$ cat src/rtl/rgb_pkg.sv
// Shared definitions for the RGB/multi-channel PWM LED controller:
// command byte values and the parser state encoding.
package rgb_pkg;

    // Command bytes (ASCII) decoded while the parser is idle
    localparam logic [7:0] CMD_R      = 8'd82;  // 'R' toggle channel 0
    localparam logic [7:0] CMD_G      = 8'd71;  // 'G' toggle channel 1
    localparam logic [7:0] CMD_B      = 8'd66;  // 'B' toggle channel 2
    localparam logic [7:0] CMD_K      = 8'd75;  // 'K' all channels off
    localparam logic [7:0] CMD_A      = 8'd65;  // 'A' all channels on
    localparam logic [7:0] CMD_M      = 8'd77;  // 'M' toggle blink mode
    localparam logic [7:0] CMD_L      = 8'd76;  // 'L' start duty-level sequence
    localparam logic [7:0] CMD_DIGIT0 = 8'd48;  // '0' base of channel digits

    // Parser states
    localparam logic [1:0] P_IDLE = 2'd0;
    localparam logic [1:0] P_CH   = 2'd1;
    localparam logic [1:0] P_VAL  = 2'd2;

endpackage

$ cat src/rtl/pwm_channel.sv
// One PWM channel: compares the shared counter against this channel's duty
// and registers the resulting "lit" state, gated by the channel enable.
module pwm_channel
    import rgb_pkg::*;
#(
    parameter int PWM_BITS = 8
) (
    input  logic                clk,
    input  logic                srst,
    input  logic [PWM_BITS-1:0] counter,
    input  logic [PWM_BITS-1:0] duty,
    input  logic                enable,
    output logic                lit
);

    // All-ones duty means continuously on, so the top count is not a dark slot
    localparam logic [PWM_BITS-1:0] DUTY_FULL = '1;

    logic lit_next;

    // Duty compare: full duty forces on, zero duty never satisfies counter < duty
    always_comb begin
        lit_next = 1'b0;
        if (enable) begin
            if (duty == DUTY_FULL) begin
                lit_next = 1'b1;
            end else begin
                lit_next = (counter < duty);
            end
        end
    end

    // Register the lit state; this register is the LED output stage
    always_ff @(posedge clk) begin
        if (srst) begin
            lit <= 1'b0;
        end else begin
            lit <= lit_next;
        end
    end

endmodule

$ cat src/rtl/rgb_pwm_ctrl.sv
// Multi-channel LED controller driven by a byte command stream. Provides
// per-channel enable, per-channel PWM duty (via 'L' <digit> <value>) and a
// global blink mode, with registered, polarity-configurable LED outputs.
// Cmd bytes carry the duty value, so PWM_BITS must not exceed 8.
module rgb_pwm_ctrl
    import rgb_pkg::*;
#(
    parameter int NUM_CH     = 3,
    parameter int PWM_BITS   = 8,
    parameter int BLINK_DIV  = 12_500_000,
    parameter int ACTIVE_LOW = 1
) (
    input  logic              Clock,
    input  logic              Reset,
    input  logic [7:0]        Cmd,
    input  logic              NewCmd,
    output logic [NUM_CH-1:0] LED,
    output logic [NUM_CH-1:0] Enables,
    output logic              BlinkOn,
    output logic              Busy
);

    localparam int CH_W = (NUM_CH > 1) ? $clog2(NUM_CH) : 1;
    localparam int BW   = $clog2(BLINK_DIV);
    localparam logic [BW-1:0] BLINK_LAST = BW'(BLINK_DIV - 1);

    logic [1:0]          state_reg;
    logic [CH_W-1:0]     ch_sel_reg;
    logic [NUM_CH-1:0]   enables_reg;
    logic                blink_on_reg;
    logic [PWM_BITS-1:0] pwm_cnt_reg;
    logic [BW-1:0]       blink_cnt_reg;
    logic                phase_reg;

    logic [7:0]          digit_off;
    logic                digit_valid;
    logic [NUM_CH-1:0]   toggle_mask;
    logic                idle_cmd;
    logic                duty_we;
    logic                blink_restart;
    logic                blink_gate;
    logic [NUM_CH-1:0]   lit_vec;

    // Command decode helpers; digit_off wraps for bytes below '0', so the
    // unsigned range check alone rejects them
    assign digit_off     = Cmd - CMD_DIGIT0;
    assign digit_valid   = (digit_off < 8'(NUM_CH));
    assign idle_cmd      = NewCmd && (state_reg == P_IDLE);
    assign duty_we       = NewCmd && (state_reg == P_VAL);
    assign blink_restart = idle_cmd && (Cmd == CMD_M);
    assign blink_gate    = ~blink_on_reg | phase_reg;

    genvar gi;
    generate
        for (gi = 0; gi < NUM_CH; gi++) begin : g_toggle
            // A channel toggles on its digit, or on its colour letter for 0..2
            assign toggle_mask[gi] = (digit_off == 8'(gi))
                                  || ((gi == 0) && (Cmd == CMD_R))
                                  || ((gi == 1) && (Cmd == CMD_G))
                                  || ((gi == 2) && (Cmd == CMD_B));
        end
    endgenerate

    // Parser FSM together with the enable and blink-mode registers it controls
    always_ff @(posedge Clock) begin
        if (Reset) begin
            state_reg    <= P_IDLE;
            ch_sel_reg   <= '0;
            enables_reg  <= '0;
            blink_on_reg <= 1'b0;
        end else if (NewCmd) begin
            case (state_reg)
                P_IDLE: begin
                    if (Cmd == CMD_K) begin
                        enables_reg <= '0;
                    end else if (Cmd == CMD_A) begin
                        enables_reg <= '1;
                    end else begin
                        enables_reg <= enables_reg ^ toggle_mask;
                    end
                    if (Cmd == CMD_M) begin
                        blink_on_reg <= ~blink_on_reg;
                    end
                    if (Cmd == CMD_L) begin
                        state_reg <= P_CH;
                    end
                end
                P_CH: begin
                    if (digit_valid) begin
                        ch_sel_reg <= digit_off[CH_W-1:0];
                        state_reg  <= P_VAL;
                    end else begin
                        state_reg  <= P_IDLE;
                    end
                end
                P_VAL: begin
                    state_reg <= P_IDLE;
                end
                default: begin
                    state_reg <= P_IDLE;
                end
            endcase
        end
    end

    // Free-running PWM counter shared by all channels
    always_ff @(posedge Clock) begin
        if (Reset) begin
            pwm_cnt_reg <= '0;
        end else begin
            pwm_cnt_reg <= pwm_cnt_reg + 1'b1;
        end
    end

    // Blink prescaler and phase; restarted lit-first on every blink-mode change
    always_ff @(posedge Clock) begin
        if (Reset || blink_restart) begin
            blink_cnt_reg <= '0;
            phase_reg     <= 1'b1;
        end else if (blink_cnt_reg == BLINK_LAST) begin
            blink_cnt_reg <= '0;
            phase_reg     <= ~phase_reg;
        end else begin
            blink_cnt_reg <= blink_cnt_reg + 1'b1;
        end
    end

    generate
        for (gi = 0; gi < NUM_CH; gi++) begin : g_ch
            logic [PWM_BITS-1:0] duty_reg;

            // Per-channel duty level, written by the value byte of an 'L' sequence
            always_ff @(posedge Clock) begin
                if (Reset) begin
                    duty_reg <= '1;
                end else if (duty_we && (ch_sel_reg == CH_W'(gi))) begin
                    duty_reg <= Cmd[PWM_BITS-1:0];
                end
            end

            pwm_channel #(
                .PWM_BITS (PWM_BITS)
            ) u_pwm_channel (
                .clk     (Clock),
                .srst    (Reset),
                .counter (pwm_cnt_reg),
                .duty    (duty_reg),
                .enable  (enables_reg[gi] & blink_gate),
                .lit     (lit_vec[gi])
            );
        end
    endgenerate

    // Polarity is a constant inversion of the registered lit vector
    assign LED     = (ACTIVE_LOW != 0) ? ~lit_vec : lit_vec;
    assign Enables = enables_reg;
    assign BlinkOn = blink_on_reg;
    assign Busy    = (state_reg != P_IDLE);

endmodule
$ cat config.mk
export PLATFORM = sky130hd
export DESIGN_NAME = rgb_pwm_ctrl
export DESIGN_NICKNAME = d
export VERILOG_FILES = /design/src/rtl/rgb_pkg.sv /design/src/rtl/pwm_channel.sv /design/src/rtl/rgb_pwm_ctrl.sv
export SDC_FILE = /design/constraint.sdc
export NUM_CORES = 1
export LEC_CHECK = 0
export BUFFER_PORTS_ARGS = -buffer_cell sky130_fd_sc_hd__buf_2
export CAP_MARGIN = 20
export CELL_PAD_IN_SITES_DETAIL_PLACEMENT = 2
export CELL_PAD_IN_SITES_GLOBAL_PLACEMENT = 2
export CORE_AREA = 2 2 119 86
export CTS_CLUSTER_SIZE = 20
export DETAILED_ROUTE_END_ITERATION = 10
export DIE_AREA = 0 0 121 88
export MAX_ROUTING_LAYER = met4
export PLACE_DENSITY_LB_ADDON = 0.1
export SYNTH_ARGS = -nofsm -noshare
export SYNTH_HDL_FRONTEND = slang
export SYNTH_HIERARCHICAL = 1
export SYNTH_SLANG_ARGS = --single-unit
$ cat constraint.sdc
create_clock -name Clock -period 2 [get_ports Clock]
set_clock_uncertainty 0.1 [all_clocks]
set_input_delay 0.3 -clock Clock [delete_from_list [all_inputs] [get_ports Clock]]
set_output_delay 0.3 -clock Clock [all_outputs]
set_load 0.03 [all_outputs]
## Yosys cells after proc, flatten, opt, wreduce, memory -nomap -nowiden

Index checks and enable logic that the tools add are counted.

| word-level totals | value |
|---|---|
| register bits after elaboration | 68 |
| bits in latches | 0 |
| bits in writable memories | 0 |
| memory bits (read-only) | 0 |
| output and inout port bits | 8 |
| logic and storage cells | 79 |
| memories | 0 |

| operators by class | value |
|---|---|
| add/subtract/negate cells | 3 |
| multipliers | 0 |
| div/mod/pow operators | 0 |
| order comparisons | 4 |
| equal/unequal tests | 18 |
| shift operators | 0 |
| mux-type cells | 8 |
| bitwise logic cells | 11 |
| reductions and logical operators | 22 |

Operators with widths:

| kind | count |
|---|---|
| $eq A8 B7 Y1 const B | 7 |
| $add A24 B1 Y24 const B | 1 |
| $eq A24 B24 Y1 const B | 1 |
| $eq A8 B8 Y1 const B | 3 |
| $lt A8 B8 Y1 | 3 |
| $add A8 B1 Y8 const B | 1 |
| $eq A8 B1 Y1 const B | 1 |
| $eq A8 B2 Y1 const B | 1 |
| $logic_not A8 Y1 | 1 |
| $lt A8 B2 Y1 const B | 1 |
| $reduce_or A2 Y1 | 4 |
| $sub A8 B6 Y8 const B | 1 |
| $logic_and A1 B1 Y1 | 6 |
| $mux W3 | 2 |
| $reduce_and A3 Y1 | 2 |
| $not A1 Y1 | 5 |
| $eq A2 B1 Y1 const B | 2 |
| $eq A2 B2 Y1 const B | 2 |
| $logic_not A2 Y1 | 2 |
| $logic_or A1 B1 Y1 | 4 |
| $mux W2 | 2 |
| $pmux W2 S2 | 1 |
| $reduce_and A2 Y1 | 2 |
| $and A1 B1 Y1 | 3 |
| 6 further kinds | 8 |

## Depth between registers and ports, before layout

| depth | value |
|---|---|
| word-level depth | 6 |
| depth in mapped cells | 7 |
| mapped depth without buffers | 6 |

## By module

Netlist, hierarchy kept.

By module, submodules not included:

| module | instances | cells each | area each (um^2) |
|---|---|---|---|
| rgb_pwm_ctrl | 1 | 308 | 2,847.7 |
| pwm_channel | 3 | 29 | 227.7 |

## Worst setup path after synthesis

OpenSTA, ideal clock, no wires.

| path | value |
|---|---|
| kind | input port to flip-flop |
| start point | in Cmd[7] |
| end point | reg ch_sel_reg[1] |
| setup time | 128 ps |
| data arrival time | 1,532 ps |
| setup slack | 240 ps |
| stages on the path | 5 |
| path buffers | 0 |
| path through | or4b_4 -> a2111oi_0 -> nand4b_1 -> mux2i_1 -> nor2_1 |

| between the ends | value |
|---|---|
| longest elaborated chain between the ends | 3 |

RTL lines:

| item | line | source |
|---|---|---|
| from (decl) | rgb_pwm_ctrl.sv:15 | `input logic [7:0] Cmd,` |
| $sub A8 B6 Y8 | rgb_pwm_ctrl.sv:46 | `assign digit_off = Cmd - CMD_DIGIT0;` |
| $lt A8 B2 Y1 | rgb_pwm_ctrl.sv:47 | `assign digit_valid = (digit_off < 8'(NUM_CH));` |
| $reduce_and A3 Y1 (no line) | -- |  |
| to (signal assigned) | rgb_pwm_ctrl.sv:90 | `ch_sel_reg <= digit_off[CH_W-1:0];` |
| to (decl) | rgb_pwm_ctrl.sv:28 | `logic [CH_W-1:0] ch_sel_reg;` |

Every way passes these cells.
A chain may end at the register's enable or synchronous reset.

## Worst setup path in the final report

| path | value |
|---|---|
| start point | reg pwm_cnt_reg[2] |
| end point | reg g_ch[0].u_pwm_channel.lit |

| between the ends | value |
|---|---|
| longest elaborated chain between the ends | 2 |

RTL lines:

| item | line | source |
|---|---|---|
| from (decl) | rgb_pwm_ctrl.sv:31 | `logic [PWM_BITS-1:0] pwm_cnt_reg;` |
| from (signal assigned) | rgb_pwm_ctrl.sv:111 | `pwm_cnt_reg <= pwm_cnt_reg + 1'b1;` |
| $lt A8 B8 Y1 | pwm_channel.sv:28 | `lit_next = (counter < duty);` |
| $mux W1 | pwm_channel.sv:25 | `if (duty == DUTY_FULL) begin` |
| to (signal assigned) | pwm_channel.sv:38 | `lit <= lit_next;` |
| to (decl) | pwm_channel.sv:13 | `output logic lit` |

Every way passes these cells.

==> flow_metrics.tcl <==
set metrics [dict create \
    grt_pass1_wl_um 17610 \
    diodes 0 \
    period_minus_slack_ps 1886 \
    grt_usage 0.2258 \
    synthToLayoutAreaGrowth_pct 22.61 \
    crit_path_max_fanout 7 \
    cts_buffers 9 \
    finalHoldViolCount 0 \
    place_congestion 0.8175 \
    synth_fp_nets 429 \
    rsz0062_at_grt "false" \
    place.port_buffers 18 \
    vdd_drop_max_mv 0.4194 \
    post_cts_buffers 0 \
    design.core.area_sq_um 9497 \
    grt_max_degree 25 \
    cts_root_buffer "clkbuf_16" \
    crit_type "register to register" \
    cts_max_level 3 \
    multi_input_area_sq_um 2032 \
    p_leak_nw 2.069 \
    fillers 1025 \
    slew_headroom 0.7429 \
    worst_ep_arrival_time_ps 2000 \
    antenna_found_initial 0 \
    initial_core_util 0.3718 \
    seq_area_frac_synth 0.3855 \
    nets 471 \
    ant_nets 0 \
    die_w_um 121 \
    r2r_start "pwm_cnt_reg[2]" \
    grt-ovfl-total 0 \
    drtIter0Drc 126 \
    crit_path_end_kind "register" \
    grt_pass1_vias 3168 \
    drt-pass1-iter-count 4 \
    drv_cap 0 \
    worstReg2RegEnd "g_ch[0].u_pwm_channel/lit" \
    layout_commonest_cell "dfxtp_1" \
    cts_tree "built" \
    syn_area_sq_um 3531 \
    clk_latency_ps 330 \
    clkSlewWorstSetupHoldPaths_ps 50 \
    placed_area_sq_um 3936 \
    post-place-ws_ps -190.9 \
    fin_util 0.4559 \
    r2r.worst_path.cells 5 \
    ys.flop_type "dfxtp_1" \
    synth_edf_count 0 \
    worstPathRequired_ps 2120 \
    drv_slew 0 \
    power_density_nw_per_um2 788.6 \
    via_per_inst 5.251 \
    setup_viol 0 \
    ys_ff_latch 68 \
    status "complete, no violations" \
    drt-wirelength-per-cell_um 18.74 \
    min_path_type "primary input to register" \
    start_kind "register" \
    dieArea_sq_um 10650 \
    r2r_slack_ps 110 \
    postSynthCellCount 395 \
    crit_start "pwm_cnt_reg[2]" \
    wl_um 10680 \
    setup_slack_ps 113.9 \
    fin_crit_sh 0.9430 \
    cts.sinks 68 \
    endpoint "g_ch[0].u_pwm_channel/lit" \
    die_y_um 88 \
    std_cell_rows 30 \
    yosysWarnings 6 \
    async_flop_share 0 \
    drc 0 \
    tightest_slew_ps 382.1 \
    hpwl_um 7839 \
    via_count 2993 \
    final_area_sq_um 4329 \
    fmax_mhz 530.2 \
    drive_above_1_share 0.1923 \
    ios 19 \
    layout_common_cells "dfxtp_1, nor2_1, nand2_1" \
    synthDistinctLibCells 48 \
    clk_path_buf_depth 2 \
    syn_avg_cell_area_sq_um 8.939 \
    ff_latch_area_sq_um 1363 \
]
per-stage QoR:
step | instances | TNS (ps) | hold WS, ps | total power [W]
2_1_floorplan | 395 | 0 | 269.1 | 0.001498
3_3_place_gp | 554 | -31.95 | 369.4 | 0.001570
3_5_place_dp | 554 | -973.3 | 403.1 | 0.001580
4_1_cts | 570 | 0 | 238.9 | 0.003449
5_1_grt | 570 | 0 | 276.5 | 0.003538
6_report | 570 | 0 | 249.9 | 0.003414
routing by layer:
| layer | GRT usage | wire (um) | vias up |
|---|---|---|---|
| li1 | - | - | 1451 |
| met1 | 0.3174 | 5663 | 1500 |
| met2 | 0.3340 | 4702 | 38 |
| met3 | 0.04557 | 270 | 4 |
| met4 | 0.04863 | 44 | 0 |
| met5 | - | 0 | - |
worst min-delay path by stage:
stage / start / to / slack [ps] / depth (start not counted)
2_1_floorplan: Reset / state_reg[0] / 270 / 1
3_3_place_gp: phase_reg / phase_reg / 370 / 2
3_5_place_dp: phase_reg / phase_reg / 400 / 2
4_1_cts: Reset / pwm_cnt_reg[0] / 240 / 2
5_1_grt: Reset / pwm_cnt_reg[0] / 280 / 2
6_report: Reset / pwm_cnt_reg[0] / 250 / 2
report_power, final:
group,switching (W),total (W),internal [W]
registers,0.0000183,0.00139,0.00137
logic,0.000103,0.000172,0.0000691
clock network,0.000573,0.00186,0.00128
cells in the mapped netlist (2+ instances only):
cell type | instances | area share
inv_1 | 29 | 0.031
nor4_1 | 2 | 0.0035
clkbuf_1 | 10 | 0.011
nand4b_1 | 4 | 0.0099
nand2b_1 | 10 | 0.018
ha_1 | 23 | 0.082
nor3_1 | 7 | 0.0099
a211oi_1 | 4 | 0.0085
nand2_1 | 39 | 0.041
and3_1 | 5 | 0.0089
o21ai_0 | 8 | 0.011
xor2_1 | 14 | 0.035
a21oi_1 | 6 | 0.0085
and2_1 | 4 | 0.0071
or3_1 | 4 | 0.0071
dfxtp_1 | 68 | 0.39
o41ai_1 | 3 | 0.0074
nand4_1 | 15 | 0.027
a2111oi_2 | 3 | 0.013
or2_2 | 4 | 0.0071
nand3b_1 | 2 | 0.0043
nand3_1 | 13 | 0.018
xnor2_1 | 16 | 0.040
o211ai_1 | 2 | 0.0043
buf_6 | 2 | 0.0064
nor2b_1 | 3 | 0.0053
nor4b_1 | 3 | 0.0074
mux2i_1 | 24 | 0.068
nor4_2 | 2 | 0.0071
or3b_2 | 2 | 0.0050
nor2_1 | 44 | 0.047
and4_1 | 4 | 0.0099
area by class of cell:
cell class | instances | area share
clock buffer | 12 | 0.05925
clock inverter | 4 | 0.02197
inverter | 30 | 0.02601
multi-input combinational | 284 | 0.4694
sequential | 68 | 0.3147
tap | 128 | 0.03699
timing repair buffer | 44 | 0.07168
worst max-delay path: stages, from the launching register on:
cell     delay [ps]
dfxtp_1         540
ha_1            300
or2_2           280
a21oi_1         200
nor3_1           90
o41ai_2         260
logic make-up after synthesis:
group	Yosys count	synth area share
compound gates	32	0.07229
xor+xnor	30	0.07441
fa+ha+maj	23	0.08150
buf+inv	43	0.05032
flops	68	0.3855
mux	24	0.06804
simple gates	175	0.2679
repair_timing:
| action | in CTS | in global routing |
|---|---|---|
| setup endpoints to repair | 0 | 26 |
| resized for setup | 0 | 10 |
| hold buffers | 0 | 0 |
No activity file was read; power rests on OpenSTA's default activity.
